$ cat config.mk
export PLATFORM = sky130hd
export DESIGN_NAME = ball_ctrl_flat
export DESIGN_NICKNAME = d
export VERILOG_FILES = /design/src/rtl/ball_ctrl_if.sv /design/src/rtl/ball_ctrl.sv /design/src/flat_wrapper.sv
export SDC_FILE = /design/constraint.sdc
export NUM_CORES = 1
export LEC_CHECK = 0
export ABC_CLOCK_PERIOD_IN_PS = 8300
export CAP_MARGIN = 40
export CORE_ASPECT_RATIO = 0.8
export CORE_MARGIN = 1.5
export CORE_UTILIZATION = 60
export CTS_CLUSTER_SIZE = 24
export DETAILED_ROUTE_END_ITERATION = 6
export GPL_TIMING_DRIVEN = 0
export PLACE_DENSITY = 0.92
export SLEW_MARGIN = 0
export SYNTH_ARGS = -nofsm -noshare
export SYNTH_HDL_FRONTEND = slang
export SYNTH_SLANG_ARGS = --single-unit
$ cat constraint.sdc
create_clock -name clk -period 8.3 [get_ports clk]
set_clock_uncertainty 0.1 [all_clocks]
set_input_delay 0.83 -clock clk [delete_from_list [all_inputs] [get_ports clk]]
set_output_delay 0.83 -clock clk [all_outputs]
set_load 0.005 [all_outputs]
$ cat src/rtl/ball_ctrl_if.sv
// Ball/brick collision interface: ball state published by the controller (master),
// collision verdict returned by the brick map (slave).
interface ball_ctrl_if;
    logic [9:0] o_br_ballX;
    logic [8:0] o_br_ballY;
    logic [3:0] o_br_ball_size;
    logic [1:0] o_br_speedX;
    logic [1:0] o_br_speedY;
    logic [1:0] o_br_damage;
    logic       o_brick_req;
    logic       i_brick_ack;
    logic       i_ball_brick_collision;
    logic [1:0] i_direc_var;

    modport master (
        output o_br_ballX, o_br_ballY, o_br_ball_size, o_br_speedX, o_br_speedY,
        output o_br_damage, o_brick_req,
        input  i_brick_ack, i_ball_brick_collision, i_direc_var
    );

    modport slave (
        input  o_br_ballX, o_br_ballY, o_br_ball_size, o_br_speedX, o_br_speedY,
        input  o_br_damage, o_brick_req,
        output i_brick_ack, i_ball_brick_collision, i_direc_var
    );
endinterface

$ cat src/rtl/ball_ctrl.sv
// Ball-motion controller: parks the ball on the paddle, advances it once per frame with
// wall/paddle bounces, asks the brick map for a collision verdict and applies it.
// Optional macro BALL_SPEEDUP_EN: every 16 brick hits raise the step by one (up to 2*STEP).
module ball_ctrl #(
    parameter int SCR_W       = 640,
    parameter int SCR_H       = 480,
    parameter int BALL_SIZE   = 4,
    parameter int STEP        = 2,
    parameter int PADDLE_Y    = 448,
    parameter int ACK_TIMEOUT = 64
) (
    input  logic              clk,
    input  logic              rst,
    input  logic              frame_tick,
    input  logic              game_start,
    input  logic [9:0]        paddle_x,
    input  logic [7:0]        paddle_w,
    ball_ctrl_if.master       br,
    output logic              ball_death
);
    localparam int CntW = $clog2(ACK_TIMEOUT + 1);
    localparam logic signed [11:0] Bs   = 12'(BALL_SIZE);
    localparam logic signed [11:0] XMax = 12'(SCR_W - 1);
    localparam logic signed [11:0] YMax = 12'(SCR_H - 1);
    localparam logic signed [11:0] PadY = 12'(PADDLE_Y);
    localparam logic [8:0] ParkY = 9'(PADDLE_Y - BALL_SIZE - 1);
    localparam logic [CntW-1:0] CntLast = CntW'(ACK_TIMEOUT - 1);

    typedef enum logic [2:0] {StPark, StMove, StReq, StApply, StDead} state_e;

    state_e          state_q, state_d;
    logic [9:0]      x_q, x_d;
    logic [8:0]      y_q, y_d;
    logic [1:0]      sx_q, sx_d, sy_q, sy_d;
    logic            req_q, req_d;
    logic            death_q, death_d;
    logic [CntW-1:0] cnt_q, cnt_d;
    logic            coll_q, coll_d;
    logic [1:0]      direc_q, direc_d;

    logic [9:0]         park_x;
    logic signed [11:0] nx, ny, pad_l, pad_r, step_eff;
    logic               lost;

    // Signed per-axis displacement for the 2-bit direction code.
    function automatic logic signed [11:0] dir_step(input logic [1:0] s,
                                                    input logic signed [11:0] st);
        case (s)
            2'b01:   dir_step = st;
            2'b11:   dir_step = -st;
            default: dir_step = '0;
        endcase
    endfunction

    // 01 <-> 11; 00 (and the unused 10) are left alone.
    function automatic logic [1:0] negate(input logic [1:0] s);
        case (s)
            2'b01:   negate = 2'b11;
            2'b11:   negate = 2'b01;
            default: negate = s;
        endcase
    endfunction

    assign park_x = paddle_x + 10'(paddle_w >> 1);
    assign pad_l  = $signed({2'b00, paddle_x});
    assign pad_r  = pad_l + $signed({4'b0000, paddle_w});

`ifdef BALL_SPEEDUP_EN
    localparam logic signed [11:0] StepMax = 12'(2 * STEP);
    logic signed [11:0] step_q, step_d;
    logic [3:0]         hits_q, hits_d;
    assign step_eff = step_q;

    // Hit counter and current step; both return to base in PARK.
    always_ff @(posedge clk) begin
        if (rst) begin
            step_q <= 12'(STEP);
            hits_q <= '0;
        end else begin
            step_q <= step_d;
            hits_q <= hits_d;
        end
    end
`else
    assign step_eff = 12'(STEP);
`endif

    // State and registered outputs.
    always_ff @(posedge clk) begin
        if (rst) begin
            state_q <= StPark;
            x_q     <= park_x;
            y_q     <= ParkY;
            sx_q    <= 2'b01;
            sy_q    <= 2'b11;
            req_q   <= 1'b0;
            death_q <= 1'b0;
            cnt_q   <= '0;
            coll_q  <= 1'b0;
            direc_q <= '0;
        end else begin
            state_q <= state_d;
            x_q     <= x_d;
            y_q     <= y_d;
            sx_q    <= sx_d;
            sy_q    <= sy_d;
            req_q   <= req_d;
            death_q <= death_d;
            cnt_q   <= cnt_d;
            coll_q  <= coll_d;
            direc_q <= direc_d;
        end
    end

    // Next-state, motion update and handshake control.
    always_comb begin
        state_d = state_q;
        x_d     = x_q;
        y_d     = y_q;
        sx_d    = sx_q;
        sy_d    = sy_q;
        req_d   = 1'b0;
        death_d = 1'b0;
        cnt_d   = cnt_q;
        coll_d  = coll_q;
        direc_d = direc_q;
        lost    = 1'b0;
        nx      = $signed({2'b00, x_q}) + dir_step(sx_q, step_eff);
        ny      = $signed({3'b000, y_q}) + dir_step(sy_q, step_eff);
`ifdef BALL_SPEEDUP_EN
        step_d  = step_q;
        hits_d  = hits_q;
`endif
        unique case (state_q)
            StPark: begin
                x_d = park_x;
                y_d = ParkY;
`ifdef BALL_SPEEDUP_EN
                step_d = 12'(STEP);
                hits_d = '0;
`endif
                if (frame_tick && game_start) begin
                    sx_d    = 2'b01;
                    sy_d    = 2'b11;
                    state_d = StMove;
                end
            end
            StMove: begin
                if (frame_tick) begin
                    // X and Y are corrected independently so a corner flips both axes.
                    if (nx - Bs < 0) begin
                        x_d  = 10'(BALL_SIZE);
                        sx_d = 2'b01;
                    end else if (nx + Bs > XMax) begin
                        x_d  = 10'(SCR_W - 1 - BALL_SIZE);
                        sx_d = 2'b11;
                    end else begin
                        x_d = nx[9:0];
                    end
                    if (ny - Bs < 0) begin
                        y_d  = 9'(BALL_SIZE);
                        sy_d = 2'b01;
                    end else if (sy_q == 2'b01 && ny + Bs >= PadY && nx >= pad_l
                                 && nx <= pad_r) begin
                        y_d  = ParkY;
                        sy_d = 2'b11;
                    end else begin
                        y_d  = ny[8:0];
                        lost = (ny + Bs >= YMax);
                    end
                    if (lost) begin
                        state_d = StDead;
                        death_d = 1'b1;
                    end else begin
                        state_d = StReq;
                        req_d   = 1'b1;
                        cnt_d   = '0;
                    end
                end
            end
            StReq: begin
                if (br.i_brick_ack) begin
                    coll_d  = br.i_ball_brick_collision;
                    direc_d = br.i_direc_var;
                    state_d = StApply;
                end else if (cnt_q == CntLast) begin
                    // Abandon the request and carry on as if nothing was hit.
                    coll_d  = 1'b0;
                    state_d = StMove;
                end else begin
                    cnt_d = cnt_q + 1'b1;
                    req_d = 1'b1;
                end
            end
            StApply: begin
                if (coll_q) begin
                    if (direc_q[0]) sx_d = negate(sx_q);
                    if (direc_q[1]) sy_d = negate(sy_q);
`ifdef BALL_SPEEDUP_EN
                    hits_d = hits_q + 4'd1;
                    if (hits_q == 4'd15 && step_q < StepMax) step_d = step_q + 12'sd1;
`endif
                end
                state_d = StMove;
            end
            StDead: state_d = StPark;
            default: state_d = StPark;
        endcase
    end

    assign br.o_br_ballX     = x_q;
    assign br.o_br_ballY     = y_q;
    assign br.o_br_ball_size = 4'(BALL_SIZE);
    assign br.o_br_speedX    = sx_q;
    assign br.o_br_speedY    = sy_q;
    assign br.o_br_damage    = 2'b01;
    assign br.o_brick_req    = req_q;
    assign ball_death        = death_q;
endmodule

$ cat src/flat_wrapper.sv
// flat-port wrapper written by rule: the top's interface ports become plain ports
module ball_ctrl_flat 
#(
    parameter int SCR_W       = 640,
    parameter int SCR_H       = 480,
    parameter int BALL_SIZE   = 4,
    parameter int STEP        = 2,
    parameter int PADDLE_Y    = 448,
    parameter int ACK_TIMEOUT = 64
)
  (clk, rst, frame_tick, game_start, paddle_x, paddle_w, ball_death, br_o_br_ballX, br_o_br_ballY, br_o_br_ball_size, br_o_br_speedX, br_o_br_speedY, br_o_br_damage, br_o_brick_req, br_i_brick_ack, br_i_ball_brick_collision, br_i_direc_var);
  ball_ctrl_if br_i ();
  input  logic clk;
  input  logic rst;
  input  logic frame_tick;
  input  logic game_start;
  input  logic [9:0] paddle_x;
  input  logic [7:0] paddle_w;
  output logic ball_death;
  output wire logic [$bits(br_i.o_br_ballX)-1:0] br_o_br_ballX;
  output wire logic [$bits(br_i.o_br_ballY)-1:0] br_o_br_ballY;
  output wire logic [$bits(br_i.o_br_ball_size)-1:0] br_o_br_ball_size;
  output wire logic [$bits(br_i.o_br_speedX)-1:0] br_o_br_speedX;
  output wire logic [$bits(br_i.o_br_speedY)-1:0] br_o_br_speedY;
  output wire logic [$bits(br_i.o_br_damage)-1:0] br_o_br_damage;
  output wire logic [$bits(br_i.o_brick_req)-1:0] br_o_brick_req;
  input wire logic [$bits(br_i.i_brick_ack)-1:0] br_i_brick_ack;
  input wire logic [$bits(br_i.i_ball_brick_collision)-1:0] br_i_ball_brick_collision;
  input wire logic [$bits(br_i.i_direc_var)-1:0] br_i_direc_var;
  assign br_o_br_ballX = br_i.o_br_ballX;
  assign br_o_br_ballY = br_i.o_br_ballY;
  assign br_o_br_ball_size = br_i.o_br_ball_size;
  assign br_o_br_speedX = br_i.o_br_speedX;
  assign br_o_br_speedY = br_i.o_br_speedY;
  assign br_o_br_damage = br_i.o_br_damage;
  assign br_o_brick_req = br_i.o_brick_req;
  assign br_i.i_brick_ack = br_i_brick_ack;
  assign br_i.i_ball_brick_collision = br_i_ball_brick_collision;
  assign br_i.i_direc_var = br_i_direc_var;
  ball_ctrl #(.SCR_W(SCR_W), .SCR_H(SCR_H), .BALL_SIZE(BALL_SIZE), .STEP(STEP), .PADDLE_Y(PADDLE_Y), .ACK_TIMEOUT(ACK_TIMEOUT)) u_core (.clk(clk), .rst(rst), .frame_tick(frame_tick), .game_start(game_start), .paddle_x(paddle_x), .paddle_w(paddle_w), .br(br_i), .ball_death(ball_death));
endmodule
== Word level (Yosys, flattened, before mapping) ==
Index checks and enable logic that the tools add are counted.
Word-level totals
  output and inout bits: 31
  bits in registers: 38
  bits in writable memories: 0
  bits in read-only memories: 0
  latch bits: 0
  bits of input ports: 26
  memories kept: 0
  logic and storage cells: 119
Operators by class
  div/mod/pow operators: 0
  muxes and demuxes: 50
  $add $sub $neg: 9
  equality and inequality tests: 22
  bitwise gates (word level): 2
  $mul: 0
  reductions and logical operators: 19
  magnitude comparators: 7
  shifts and indexed selects: 0
Operator list (count)
  $lt 32x1->1 const B: 2
  $pmux 12 s2: 2
  $mux 10: 4
  $mux 7: 4
  $mux 9: 3
  $sub 12x4->13 const B: 2
  $add 12x4->12 const B: 2
  $ge 12x10->1 const B: 2
  $mux 2: 12
  $pmux 10 s2: 1
  $pmux 9 s2: 1
  $mux 3: 5
  $pmux 7 s2: 1
  $reduce_and 7->1: 2
  $add 10x12->12: 1
  $add 11x12->12: 1
  $ge 12x11->1: 1
  $gt 12x11->1 const B: 1
  $le 12x12->1: 1
  $pmux 2 s3: 2
  $pmux 3 s4: 1
  $add 10x8->11: 1
  $mux 1: 11
  $add 10x7->10: 1
  22 further kinds: 45

== Depth between registers and ports, before layout ==
  depth after elaboration: 15
  gate-level depth with buffers: 20
  gate-level depth less buffers: 20

== Least setup slack after synthesis ==
OpenSTA, ideal clock, no wires.
  path type: input -> register
  from: input paddle_x[1]
  to: register u_core.state_q[1]
  buffers on the path: 0
  required time: 8104 ps
  stages on the path: 20
  slack: 4056 ps
  arrival: 4048 ps
  setup time: 96 ps
  path through: ha_1 > a21o_1 > a21oi_1 > o21bai_1 > a21oi_1 > o21bai_1 > a21oi_1 > nor2b_1 > o21ai_0 > xnor2_1 > ha_1 > a22oi_1 > o211ai_1 > a31oi_1 > a221oi_1 > nor3b_1 > and4_4 > o21ai_1 > and2_1 > o41ai_2
On the way
  word-level cells in the longest chain between the ends: 10
  elaborated cells on any way between the ends: 12
  those cells by class: add/sub (1); order compare (2); mux (7); reduce/logical (2)
RTL lines
  start, declared: line flat_wrapper.sv:17  | input logic [9:0] paddle_x;
  $add 10x8->11 or $ge 12x11->1 (tied branches): line ball_ctrl.sv:66, ball_ctrl.sv:163
  $le 12x12->1 or $logic_and 1x1->1 (tied branches): line ball_ctrl.sv:164, ball_ctrl.sv:163
  $logic_and 1x1->1 (*): line ball_ctrl.sv:164  | && nx <= pad_r) begin
  $mux 1 (*): line ball_ctrl.sv:163  | end else if (sy_q == 2'b01 && ny + Bs >= PadY && nx >= pad_l
  $mux 1 (*): line ball_ctrl.sv:160  | if (ny - Bs < 0) begin
  $mux 1 (*): line ball_ctrl.sv:149  | if (frame_tick) begin
  $mux 1 (*): line ball_ctrl.sv:134  | unique case (state_q)
  $mux 3 (*): line ball_ctrl.sv:171  | if (lost) begin
  $mux 3 (*): line ball_ctrl.sv:149
  $pmux 3 s4 (*): line ball_ctrl.sv:134
  end signal, assigned: line ball_ctrl.sv:91  | state_q <= StPark;
  end signal, assigned: line ball_ctrl.sv:102  | state_q <= state_d;
  end, declared: line ball_ctrl.sv:31  | state_e state_q, state_d;
Every way passes the cells marked *; elsewhere a longest branch is shown, timed or not. The select of a mux whose other input is x is not followed.
A chain may end at the register's enable or synchronous reset.

== Worst setup path in the final report ==
Ends and elaborated chain as after synthesis.

==> results.py <==
metrics = {
    "sta": {
        "worstMarginPinSlew_ns": 0.8957,
        "fin_crit_ns": 5.104,
        "unrepaired_setup_endpoints_after_global_routing": "false",
        "timing_hold_violations_final": 0,
        "highest_clock_rate_mhz": 195.9,
        "setup-violations-final": 0,
        "maxSlewHeadroom": 0.4029,
        "final_max_slew_viol_count": 0,
        "tns_ns": 0,
        "layout_worst_path_cycle_share": 0.6150,
        "worst_hold_slack_ns": 0.3699,
    },
    "synthesis": {
        "syn_area_per_cell_um2": 8.143,
        "synth_cells": 476,
        "synth_compound_area_frac": 0.2699,
        "synth_fa_ha_area_frac": 0.1950,
        "xor_xnor_fraction_of_synth_area": 0.05875,
        "most_numerous_cell_in_the_yosys_netlist": "sky130_fd_sc_hd__ha_1",
        "synth.area.top_cells": "sky130_fd_sc_hd__ha_1 (17%), sky130_fd_sc_hd__dfxtp_1 (13%), sky130_fd_sc_hd__edfxtp_1 (7.7%)",
        "yosysWarningCount": 0,
        "post_synth_instance_area_um2": 3876,
        "async_flop_share": 0,
        "synthMuxAreaShare": 0.008070,
        "synth_enable_flop_cells": 10,
        "synth_top_family_by_area": "compound AO/OA/AOI/OAI gates",
        "synthSimpleGateAreaFrac": 0.1992,
        "yosys.cell_types.count": 70,
        "synth-seq-cells": 36,
        "ys_top_cells_by_count": "sky130_fd_sc_hd__ha_1 (54), sky130_fd_sc_hd__a21oi_1 (43), sky130_fd_sc_hd__nor2_1 (41)",
        "yosysSeqAreaShare": 0.2117,
        "primary_flip_flop_cell_chosen_by_synthesis_mapping": "sky130_fd_sc_hd__dfxtp_1",
        "yosysTopAreaCellShare": 0.1743,
        "post-synth-top-area-cell": "sky130_fd_sc_hd__ha_1",
    },
    "die": {
        "io-pin-count": 57,
        "dieArea_um2": 6955,
        "chip_width_um": 92.87,
        "die_y_um": 74.89,
        "design.core.area_um2": 6068,
        "floorplan.rows": 25,
        "floorplan.initialDensity": 0.6388,
    },
    "hold_path": {
        "hold_path_depth": 2,
        "hp-class": "register to register",
    },
    "detailed_routing": {
        "detailed_routing_iteration_count_for_the_pre_antenna_repair_pass": 5,
        "avgRoutedWirePerCell_um": 15.54,
        "viasPerCell": 6.181,
        "via_count": 3826,
        "post-route-drc-count": 0,
        "postRouteWirelength_um": 9620,
        "initialDrtViolationCount": 362,
        "postRouteAntennaNets": 0,
    },
    "clock_network": {
        "ctsHoldBuffers": 0,
        "cts_post_setup_buffers_inserted": 0,
        "clock_sink_count": 36,
        "tritoncts": "done",
        "clk_root_buffer_cell": "sky130_fd_sc_hd__clkbuf_8",
        "worst_skew_pair.late_latency_ns": 0.29,
        "post_cts_resize_count": 0,
        "cts_buffers": 5,
        "largest_buffer_count_on_any_clock_path": 2,
        "clk_pin_slew_ns": 0.08,
        "htree_num_levels": 2,
    },
    "critical_path": {
        "reg2reg_depth": 16,
        "cp_data_arrival_time_ns": 5.20,
        "cp_max_fo": 4,
        "critical_path.endpoint_type": "register",
        "critPathLaunchType": "input pin",
        "required_ns": 8.39,
        "criticalPathCategory": "input pin to register",
    },
    "job": {
        "max_cap_violations": 0,
    },
    "run_status": {
        "status": "complete, no violations",
    },
    "grt": {
        "number_of_antenna_violations_at_the_first_check_in_global_routing": 0,
        "grt_first_pass_wirelength_um": 16000,
        "number_of_global_route_vias_before_repair": 3493,
        "grt_start_max_net_pins": 19,
        "groute.usage.overall": 0.2876,
        "global_route_overflow": 0,
    },
    "power_and_ir_drop": {
        "ir_drop_mv": 0.1022,
        "power.density_cell_area_nw_per_um2": 147.8,
        "power.leakage_nw": 1.902,
    },
    "final_layout": {
        "flow.area_growth_from_synthesis_pct": 17.85,
        "fin_nets": 621,
        "share_of_post_route_cells_with_drive_strength_above_1": 0.06691,
        "ant_diodes": 0,
    },
    "placed_design": {
        "port_buffers": 48,
        "place_congestion": 0.9257,
        "detailedPlacementHpwl_um": 7794,
    },
}
[kinds of logic after synthesis]
group,Yosys count
DFF,36
adders and majority gates,58
other,2
xor gates and xnor gates,26
AOI/OAI and AO/OA,150
muxes,3
buffers and inverters,49
and+or+nand+nor,152
[cells in the final DEF (no fill, tap or decap), types with 6 or more instances in the layout]
cell	synthesis	final
sky130_fd_sc_hd__nand2b_1	10	10
sky130_fd_sc_hd__conb_1	2	8
sky130_fd_sc_hd__nand3_1	15	15
sky130_fd_sc_hd__buf_4	8	8
sky130_fd_sc_hd__xnor2_1	21	21
sky130_fd_sc_hd__o22ai_1	8	8
sky130_fd_sc_hd__inv_1	30	30
sky130_fd_sc_hd__nor3_1	17	17
sky130_fd_sc_hd__clkdlybuf4s50_1	0	48
sky130_fd_sc_hd__o21bai_1	12	12
sky130_fd_sc_hd__dfxtp_1	26	26
sky130_fd_sc_hd__ha_1	54	54
sky130_fd_sc_hd__a211oi_1	8	8
sky130_fd_sc_hd__edfxtp_1	10	10
sky130_fd_sc_hd__nor2_1	41	41
sky130_fd_sc_hd__nand2_1	29	29
sky130_fd_sc_hd__clkbuf_1	9	9
sky130_fd_sc_hd__o21ai_0	13	13
sky130_fd_sc_hd__o21ai_1	6	6
sky130_fd_sc_hd__a21o_1	13	13
sky130_fd_sc_hd__a21oi_1	43	43
[worst max-delay path, stage by stage]
cell	delay [ns]
sky130_fd_sc_hd__clkdlybuf4s50_1	0.49
sky130_fd_sc_hd__ha_1	0.33
sky130_fd_sc_hd__a21o_1	0.18
sky130_fd_sc_hd__a21oi_1	0.21
sky130_fd_sc_hd__o21bai_1	0.10
sky130_fd_sc_hd__a21oi_1	0.24
sky130_fd_sc_hd__o21bai_1	0.10
sky130_fd_sc_hd__a21oi_1	0.22
sky130_fd_sc_hd__nor2b_1	0.07
sky130_fd_sc_hd__o21ai_0	0.20
sky130_fd_sc_hd__xnor2_1	0.17
sky130_fd_sc_hd__ha_1	0.30
sky130_fd_sc_hd__a22oi_1	0.19
sky130_fd_sc_hd__o211ai_1	0.13
sky130_fd_sc_hd__a31oi_1	0.22
sky130_fd_sc_hd__a221oi_1	0.15
sky130_fd_sc_hd__nor3b_1	0.30
sky130_fd_sc_hd__and4_4	0.29
sky130_fd_sc_hd__o21ai_1	0.09
sky130_fd_sc_hd__and2_1	0.17
sky130_fd_sc_hd__o41ai_2	0.20
[state kept, by name (all words and copies together), names as in the netlist]
name and cells:
u_core.state_q 3, u_core.br.o_br_ballY 9, u_core.cnt_q 7, u_core.br.o_brick_req 1
u_core.br.o_br_speedX 1, u_core.br.o_br_speedY 1, u_core.ball_death 1, u_core.coll_q 1
u_core.br.o_br_ballX 10, u_core.direc_q 2
[per-stage QoR]
step           cells  total power [mW]  setup slack, ns  utilization  area (µm²)
2_1_floorplan    482            0.4365            4.056            -        3899
3_3_place_gp     611            0.5245            3.109       0.7384        4481
3_5_place_dp     611            0.5448            2.990       0.7384        4481
4_1_cts          619            0.6682            3.279       0.7528        4568
5_1_grt          619            0.7208            2.907       0.7528        4568
6_report         619            0.6751            3.196       0.7528        4568
[routing by layer]
metal | GRT usage | share of wire | up-vias
met5 | 0 | 0 | -
met4 | 0.07576 | 0.016 | 0
met3 | 0.03232 | 0.078 | 18
met2 | 0.4728 | 0.45 | 173
met1 | 0.4067 | 0.46 | 1763
li1 | - | - | 1872
[cell type report]
cell class / instances / area [µm²]
tap: 81 / 101.3
timing repair buffer: 48 / 480.5
fill: 465 / 1500
buffer: 18 / 98.84
clock buffer: 5 / 68.82
multi-input combinational: 397 / 2863
sequential: 36 / 820.8
inverter: 31 / 116.4
clock inverter: 3 / 18.77
[final timing paths]
kind	startpoint	endpoint	slack [ns]
setup / recovery	paddle_x[1]	u_core.state_q[1]	3.20
hold / removal	u_core.direc_q[0]	u_core.direc_q[0]	0.37
setup reg to reg	u_core.br.o_br_speedX[1]	u_core.state_q[1]	3.87
hold reg to reg	u_core.direc_q[0]	u_core.direc_q[0]	0.37
[where the power goes]
part	switching (mW)	internal [mW]
registers	0.0120	0.197
logic	0.191	0.151
clock network	0.0647	0.0585
total	0.268	0.407
No activity file was read; power rests on OpenSTA's default activity.
